[config.mk]
export PLATFORM = sky130hd
export DESIGN_NAME = vc_fifo_bank
export DESIGN_NICKNAME = d
export VERILOG_FILES = /design/src/rtl/vc_fifo_bank.sv
export SDC_FILE = /design/constraint.sdc
export NUM_CORES = 1
export LEC_CHECK = 0
export BUFFER_PORTS_ARGS = -buffer_cell sky130_fd_sc_hd__buf_2
export CORE_MARGIN = 10
export CORE_UTILIZATION = 30
export CTS_BUF_LIST = sky130_fd_sc_hd__clkbuf_4 sky130_fd_sc_hd__clkbuf_8
export DETAILED_ROUTE_END_ITERATION = 16
export SLEW_MARGIN = 30
export SYNTH_ARGS = -nofsm -noshare
export SYNTH_HDL_FRONTEND = slang
export SYNTH_SLANG_ARGS = --single-unit
[constraint.sdc]
create_clock -name clk -period 2.79 [get_ports clk]
set_input_delay 0.558 -clock clk [delete_from_list [all_inputs] [get_ports clk]]
set_output_delay 0.558 -clock clk [all_outputs]
set_load 0.03 [all_outputs]
[src/rtl/vc_fifo_bank.sv]
// Multi-channel FIFO: one banked array, NUM_CH circular queues addressed as {channel, pointer}.
// Optional `VC_FIFO_COUNT_EN adds the per-channel occupancy output port.
module vc_fifo_bank #(
  parameter int DATA_SIZE = 10,
  parameter int ADDR_SIZE = 3,
  parameter int NUM_CH    = 4,
  parameter int CH_W      = 2,
  parameter int AF_THRESH = 6,
  parameter int AE_THRESH = 1
) (
  input  logic                   clk,
  input  logic                   reset,
  input  logic                   push,
  input  logic [CH_W-1:0]        push_ch,
  input  logic [DATA_SIZE-1:0]   data_in,
  input  logic                   pop,
  input  logic [CH_W-1:0]        pop_ch,
  output logic [DATA_SIZE-1:0]   data_out,
  output logic                   valid_out,
  output logic [NUM_CH-1:0]      full,
  output logic [NUM_CH-1:0]      empty,
  output logic [NUM_CH-1:0]      almost_full,
  output logic [NUM_CH-1:0]      almost_empty,
  output logic [NUM_CH-1:0]      overflow_err,
  output logic [NUM_CH-1:0]      underflow_err
`ifdef VC_FIFO_COUNT_EN
  ,
  output logic [NUM_CH*(ADDR_SIZE+1)-1:0] occupancy
`endif
);

  localparam int DEPTH = 1 << ADDR_SIZE;
  localparam int CNT_W = ADDR_SIZE + 1;
  localparam logic [CNT_W-1:0] CNT_MAX = CNT_W'(DEPTH);
  localparam logic [CNT_W-1:0] AF_T    = CNT_W'(AF_THRESH);
  localparam logic [CNT_W-1:0] AE_T    = CNT_W'(AE_THRESH);

  logic [DATA_SIZE-1:0] mem_q [NUM_CH*DEPTH];

  logic [ADDR_SIZE-1:0] wr_ptr_q [NUM_CH];
  logic [ADDR_SIZE-1:0] wr_ptr_d [NUM_CH];
  logic [ADDR_SIZE-1:0] rd_ptr_q [NUM_CH];
  logic [ADDR_SIZE-1:0] rd_ptr_d [NUM_CH];
  logic [CNT_W-1:0]     cnt_q    [NUM_CH];
  logic [CNT_W-1:0]     cnt_d    [NUM_CH];
  logic [NUM_CH-1:0]    ovf_q, ovf_d;
  logic [NUM_CH-1:0]    unf_q, unf_d;
  logic [DATA_SIZE-1:0] dout_q, dout_d;
  logic                 valid_q, valid_d;
  logic                 push_acc, pop_acc;

  always_comb begin
    full         = '0;
    empty        = '0;
    almost_full  = '0;
    almost_empty = '0;
    for (int unsigned c = 0; c < NUM_CH; c++) begin
      full[c]         = (cnt_q[c] == CNT_MAX);
      empty[c]        = (cnt_q[c] == '0);
      almost_full[c]  = (cnt_q[c] >= AF_T);
      almost_empty[c] = (cnt_q[c] <= AE_T);
    end
  end

  // A full channel still accepts a push when the same cycle pops it: wr_ptr == rd_ptr,
  // so the write lands in the slot being read out.
  assign pop_acc  = pop && !empty[pop_ch];
  assign push_acc = push && (!full[push_ch] || (pop_acc && (pop_ch == push_ch)));

  always_comb begin
    wr_ptr_d = wr_ptr_q;
    rd_ptr_d = rd_ptr_q;
    cnt_d    = cnt_q;
    ovf_d    = ovf_q;
    unf_d    = unf_q;
    dout_d   = dout_q;
    valid_d  = pop_acc;
    if (pop_acc) begin
      dout_d           = mem_q[{pop_ch, rd_ptr_q[pop_ch]}];
      rd_ptr_d[pop_ch] = rd_ptr_q[pop_ch] + 1'b1;
    end else if (pop) begin
      unf_d[pop_ch] = 1'b1;
    end
    if (push_acc) begin
      wr_ptr_d[push_ch] = wr_ptr_q[push_ch] + 1'b1;
    end else if (push) begin
      ovf_d[push_ch] = 1'b1;
    end
    for (int unsigned c = 0; c < NUM_CH; c++) begin
      case ({push_acc && (push_ch == CH_W'(c)), pop_acc && (pop_ch == CH_W'(c))})
        2'b10:   cnt_d[c] = cnt_q[c] + 1'b1;
        2'b01:   cnt_d[c] = cnt_q[c] - 1'b1;
        default: cnt_d[c] = cnt_q[c];
      endcase
    end
  end

  always_ff @(posedge clk or posedge reset) begin
    if (reset) begin
      for (int unsigned c = 0; c < NUM_CH; c++) begin
        wr_ptr_q[c] <= '0;
        rd_ptr_q[c] <= '0;
        cnt_q[c]    <= '0;
      end
      ovf_q   <= '0;
      unf_q   <= '0;
      dout_q  <= '0;
      valid_q <= 1'b0;
    end else begin
      wr_ptr_q <= wr_ptr_d;
      rd_ptr_q <= rd_ptr_d;
      cnt_q    <= cnt_d;
      ovf_q    <= ovf_d;
      unf_q    <= unf_d;
      dout_q   <= dout_d;
      valid_q  <= valid_d;
    end
  end

  // Storage is deliberately left out of reset.
  always_ff @(posedge clk) begin
    if (push_acc) mem_q[{push_ch, wr_ptr_q[push_ch]}] <= data_in;
  end

  assign data_out      = dout_q;
  assign valid_out     = valid_q;
  assign overflow_err  = ovf_q;
  assign underflow_err = unf_q;

`ifdef VC_FIFO_COUNT_EN
  always_comb begin
    occupancy = '0;
    for (int unsigned c = 0; c < NUM_CH; c++) begin
      occupancy[c*CNT_W +: CNT_W] = cnt_q[c];
    end
  end
`endif

endmodule

==> run metrics, run 1 <==
hold buffers post-CTS=0; Ys Warns=0; Crit. End Element=flip-flop; Die X=248 um; Final min period=2.72 ns; Initial DRC Count=894; worst slew pin tran=0.885 ns; Crit path arrival time=3.24 ns; slowest CP cell=mux4_2; # clock sinks=379; final core occ=36.8%; Distinct cells, synth=41; nets=1376; CTS tree=yes; ANT nets after route=0; latest clock arrival within the worst-skew pair=0.65 ns; crit-path most repeated cell=ha_4; synth top area cells=edfxtp_1 (62%), dfrtp_1 (9.5%), nand2_1 (7.0%); Final Setup Violations=0; post-synthesis sequential area ratio=71.0%; DR vias=9950; wire per inst=19.4 um; gpl congestion=0.841; global route overflow=0; Post-DP HPWL=26200 um; top sig layer=met5; Die Height=248 um; initial core utilization=30.4%; crit path cell chain=inv_2 > ha_4 > or3b_4 > mux4_2 > a31oi_4 > nor2b_4 > buf_6 > nand2_4 > ha_4 > nand3_1 > a21oi_2 > xor2_1; WL met1=18200 um; maxcap violations=0; largest net degree at the start of global routing=75; Pre-antenna DRT Iters=5; unrepaired setup endpoints after global routing=true; Synth async-reset ratio=15.6%; Vias per Instance=4.82; CP max stage delay=0.54 ns; port bufs=52; Core Box Area=0.0514 sq mm; Max-slew headroom=41.0%; placed cell areas=0.0174 sq mm; CTS H-tree depth=2; cell accounting for the most synthesized area=edfxtp_1; Max FO, Critical Path=6; diode count=0; Setup crit start kind=flip-flop; Clock Pin Slew Worst Setup and Hold Paths=0.06 ns; vias in the first global route=9871; cell area after layout=0.0189 sq mm; register area=0.0111 sq mm; WL met3=3130 um; Synth top cells by count=edfxtp_1 (320), nand2_1 (290), nand3_1 (97); first-pass GRT wire length=60700 um; post-synth top area share=61.6%; clk_skew=0.0656 ns; total power draw=0.0188 W; leakage power=6.95 nW; maximum clock path buffer count=3; die area=0.0615 sq mm; Fill cells=4937; DRC=0; Boundary Pins=53; # rows=83; HP Class=in -> async; Syn Nets=1226; antenna violations before repair=1; DRT Wirelength=40100 um; outcome=complete, no violations; Cell Pwr Density=993 mW/mm^2; met2 wire len=18100 um; crit share post-route=97.5%; clock buffer count from CTS=61; EDFF count, synth=320; Clk Tree Root Cell=clkbuf_8; multi-input combinational cell area=0.00443 sq mm; top_reg_cell synth=edfxtp_1; share of cells above drive strength 1=25.5%; Mapped Cells=1183; Mapped Area=0.0156 sq mm; Area Growth Syn to Fin=21.2%; Yosys reg bits=379; synthesized area per cell=13.2 sq um; Max Slew Vio Count=0; Hold Vio Cnt, Final=0; Max VDD drop=0.657 mV; most frequent cell after synthesis=edfxtp_1; CP required=3.30 ns; kind of critical path=reg -> reg; achievable frequency=367 MHz; GRT Total Usage=13.0%
-- report_power, final --
group / internal [W] / total (W) / switching (W)
sequential: 0.00678 / 0.00715 / 0.000369
clock: 0.00287 / 0.00505 / 0.00218
combinational: 0.00251 / 0.00658 / 0.00408
-- layout by cell type, fill, tap and decap left out, types with 4 or more instances in the layout --
master,netlist,final
clkinv_2,0,6
nand4_1,20,20
nor2_1,59,28
ha_4,0,8
mux2i_1,36,36
a41oi_1,20,20
buf_2,15,52
nand4b_1,4,4
nand3_1,97,95
nand3b_1,5,5
buf_12,0,13
clkinv_1,0,8
inv_2,1,10
nor3_1,4,4
a31oi_1,40,40
dfrtp_1,59,59
o21bai_1,4,4
nand2_1,290,286
o21ai_0,11,10
xor2_1,13,13
mux2_2,16,16
a22oi_1,10,10
and3_1,10,10
inv_1,26,15
nand2b_1,7,7
buf_4,0,80
ha_1,25,17
clkbuf_8,0,66
clkbuf_4,0,30
xnor2_1,11,11
nor2_2,0,30
mux4_2,7,7
edfxtp_1,320,320
-- area by class of cell --
cell class                 instances  share of cell area, %
sequential                       379                   58.6
timing repair buffer             146                   5.98
clock inverter                    20                  0.979
clock buffer                      96                   5.99
inverter                          27                  0.562
tap                              680                   4.50
multi-input combinational        718                   23.4
-- per-layer routing --
metal  vias to the layer above  track usage, %
met5                         -               0
met3                        58            2.73
met2                       382            20.2
li1                       4602               -
met1                      4906            18.0
met4                         2            3.66
-- cell families after synthesis --
| family | share of synthesized area (%) |
|---|---|
| compound gates | 4.19 |
| flops | 71.0 |
| simple gates | 14.3 |
| mux | 4.81 |
| buf+inv | 2.28 |
| xor+xnor | 1.35 |
| fa+ha+maj | 2.00 |
-- per-stage QoR --
| step | TNS, ns | cells | hold WS [ns] | setup WS (ns) |
|---|---|---|---|---|
| 2_1_floorplan | -0.0194 | 1183 | 0.437 | -0.0194 |
| 5_1_grt | -0.124 | 2066 | 0.0641 | -0.0462 |
| 6_report | 0 | 2066 | 0.0618 | 0.0689 |
| 4_1_cts | 0 | 2064 | 0.0417 | 0.00138 |
| 3_3_place_gp | -42.28 | 1948 | 0.459 | -0.245 |
| 3_5_place_dp | -63.13 | 1948 | 0.463 | -0.308 |
-- worst max-delay path, delay by kind of cell, from the launching register on --
kind / cells / cell delay, ns
and+or+nand+nor: 4 / 0.68
muxes: 1 / 0.54
DFF: 1 / 0.39
AOI/OAI and AO/OA: 2 / 0.36
adders and majority gates: 2 / 0.31
buffers and inverters: 2 / 0.22
xor gates and xnor gates: 1 / 0.16
-- what timing repair did --
item | 4_1_cts | 5_1_grt
gates resized for setup | 23 | 43
endpoints found under the setup margin | 333 | 263
pin swaps | 2 | 4
buffers inserted | 0 | 2
-- registers in the layout, summed over array words and instances (netlist names) --
register / flops
underflow_err: 4
overflow_err: 4
cnt_q: 16
valid_out: 1
data_out: 10
mem_q: 320
rd_ptr_q: 12
wr_ptr_q: 12
-- final timing paths --
| check | start | end | slack, ns | cells past startpoint |
|---|---|---|---|---|
| max in group asynchronous | reset | rd_ptr_q[3] | 2.09 | 3 |
| max reg2reg | cnt_q[0] | cnt_q[11] | 0.07 | 12 |
| min reg2reg | wr_ptr_q[9] | wr_ptr_q[9] | 0.47 | 1 |
| min in group clk | push | overflow_err[0] | 0.37 | 3 |
| min | reset | overflow_err[0] | 0.06 | 2 |
| max | cnt_q[0] | cnt_q[11] | 0.07 | 12 |
(Power assumes the default switching activity.)
==> run 2: changes to the inputs <==
--- a/config.mk
+++ b/config.mk
@@ -10,7 +10,9 @@
 export CORE_UTILIZATION = 30
 export CTS_BUF_LIST = sky130_fd_sc_hd__clkbuf_4 sky130_fd_sc_hd__clkbuf_8
 export DETAILED_ROUTE_END_ITERATION = 16
+export SETUP_SLACK_MARGIN = 0.2
 export SLEW_MARGIN = 30
 export SYNTH_ARGS = -nofsm -noshare
 export SYNTH_HDL_FRONTEND = slang
 export SYNTH_SLANG_ARGS = --single-unit
+export TNS_END_PERCENT = 30
==> run 2 against run 1 <==
Effect of this change: clock power fell by 6.9%; global-route usage down 0.12 points; sequential share of layout area decreased by 0.97 points; power up 0.51%; clock-buffer cell count fell by 6; setup slack worse by 0.036 ns; die area did not move; routed wire length up 0.26%; combinational power rose by 7.3%; critical path depth increased by 1; critical endpoint is now cnt_q[2]; sequential cell count unchanged.
==> run metrics, run 2 (synthesized netlist as in run 1, its figures left out) <==
outcome=complete, no violations; Die X=248 um (unchanged); Max Slew Vio Count=0 (unchanged); Vias per Instance=4.77 (-0.89%); Max-slew headroom=48.3% (+7.3 points); initial core utilization=30.4% (unchanged); R2R Setup Slk=0.03 ns (-0.04 ns); ANT nets after route=0 (unchanged); Area Growth Syn to Fin=23.3%; GRT Total Usage=12.8% (-0.12 points); Die Height=248 um (unchanged); Crit path arrival time=3.24 ns (about the same); Final Hold Slack=0.360 ns (+0.298 ns); hold_sp=push; CTS H-tree depth=2 (unchanged); Final min period=2.76 ns (+0.0358 ns); CTS tree=yes; Initial DRC Count=782 (-13%); maxcap violations=0 (unchanged); max FFs per register=320 (unchanged); Clk Tree Root Cell=clkbuf_8; Clock Pin Slew Worst Setup and Hold Paths=0.06 ns (about the same); Reg2Reg Launch Point=cnt_q[8]; nets=1403 (+2.0%); die area=0.0615 sq mm (unchanged); hold worst-path end=overflow_err[2]; clock buffer count from CTS=60 (-1.6%); worst slew pin tran=0.776 ns (-0.110 ns); first-pass GRT wire length=60800 um (about the same); # rows=83 (unchanged); leakage power=7.02 nW (+1.0%); commonest non-fill, non-tap cells in the layout=edfxtp_1 (320), nand2_1 (284), buf_4 (106); global route overflow=0 (unchanged); worst r2r path cells=13 (+1); HP Class=in -> reg; crit share post-route=98.8% (+1.3 points); setup tns final=0 ns (unchanged); share of cells above drive strength 1=27.2% (+1.7 points); Post-DP HPWL=25600 um (-2.6%); vias in the first global route=10042 (+1.7%); Fill cells=4866 (-1.4%); DR vias=9957 (+0.070%); # clock sinks=379 (unchanged); Pre-antenna DRT Iters=6 (+1); achievable frequency=363 MHz (-1.3%); antenna violations before repair=3 (+2); Placed Cells=1960 (+0.62%); RR Endpoint=cnt_q[2]; Setup WS pre-CTS=-0.351 ns (-0.0427 ns); DRC=0 (unchanged); Crit. End Element=flip-flop; DRT Wirelength=40200 um (+0.26%); maximum clock path buffer count=3 (unchanged); CP required=3.28 ns (-0.02 ns); diode count=0 (unchanged); gpl congestion=0.801 (-4.8%); WHS Path Cells=3; clk_skew=0.0445 ns (-0.0211 ns); Finished Layout Cells=2086 (+0.97%); Cell Pwr Density=982 mW/mm^2 (-1.2%); commonest non-fill, non-tap cell in the layout=edfxtp_1; port bufs=52 (unchanged); setup ws final=0.0330 ns (-0.0358 ns); latest clock arrival within the worst-skew pair=0.62 ns (-0.03 ns); largest net degree at the start of global routing=90 (+20%); Setup crit start kind=flip-flop; total power draw=0.0189 W (+0.51%); Max VDD drop=0.621 mV (-5.5%); Hold Vio Cnt, Final=0 (unchanged); Core Box Area=0.0514 sq mm (unchanged); Max FO, Critical Path=4 (-2); Crit. Startpoint=cnt_q[8]; unrepaired setup endpoints after global routing=true; Boundary Pins=53 (unchanged); wire per inst=19.3 um (-0.70%); kind of critical path=reg -> reg; Final Setup Violations=0 (unchanged)
run 2: changes by cell type in the layout (fill, tap and decap cells not counted), sizes merged:
cell         previous run  this run
buf                   146       172
nor2                   59        60
dlygate4sd3             0         1
clkbuf                 96        90
bufinv                  3         1
run 2: power by group:
part,internal [W],switching [W],total (W)
Clock,0.00256,0.00214,0.00470
Sequential,0.00678,0.000344,0.00713
Combinational,0.00279,0.00427,0.00706
Total,0.0121,0.00675,0.0189
run 2: cell type report:
cell class | instances | area, sq um | area share [%]
Sequential cell | 379 | 11100 | 57.6
Multi-Input combinational cell | 719 | 4620 | 24.0
Timing Repair Buffer | 173 | 1380 | 7.16
Clock buffer | 90 | 1080 | 5.59
Tap cell | 680 | 851 | 4.42
Clock inverter | 18 | 123 | 0.637
Inverter | 27 | 109 | 0.566
run 2: per-stage QoR:
stage	instance area, sq um	util, %
detailed placement	17500	34.0
floorplan	15700	-
CTS	18900	36.8
finish	19200	37.4
global placement	17500	34.0
global route	19200	37.4
run 2: per-layer routing:
layer / routed length, um / GRT usage (%) / share of wire, %
met1: 18400 / 17.6 / 46
met3: 2520 / 2.84 / 6.3
met5: 33 / 0 / 0.082
met2: 18200 / 20.1 / 45
met4: 1040 / 3.86 / 2.6
run 2: how the worst max path moves through the flow:
stage,end,slack (ns),depth (start not counted)
finish,cnt_q[2],0.03,13
global route,cnt_q[2],-0.1,13
CTS,mem_q[15][5],0.006,10
detailed placement,mem_q[23][6],-0.35,9
global placement,mem_q[27][0],-0.33,8
floorplan,cnt_q[2],-0.02,14
run 2: timing repair:
action	CTS	global route
hold endpoints to repair	19	0
pin swaps	9	22
gates cloned	0	1
gates resized for setup	46	65
hold buffers	1	0
endpoints found under the setup margin	351	353
setup buffers	9	7
run 2: worst max-delay path, cell delays in order, from the launching register on:
cell     delay, ns
dfrtp_1       0.37
inv_1         0.08
ha_2          0.19
or3b_4        0.38
mux4_2        0.51
a31oi_4       0.19
nor2b_4       0.08
buf_6         0.13
and3_4        0.15
inv_4         0.05
ha_4          0.14
mux2i_1       0.18
nor2_1        0.07
xor2_1        0.14
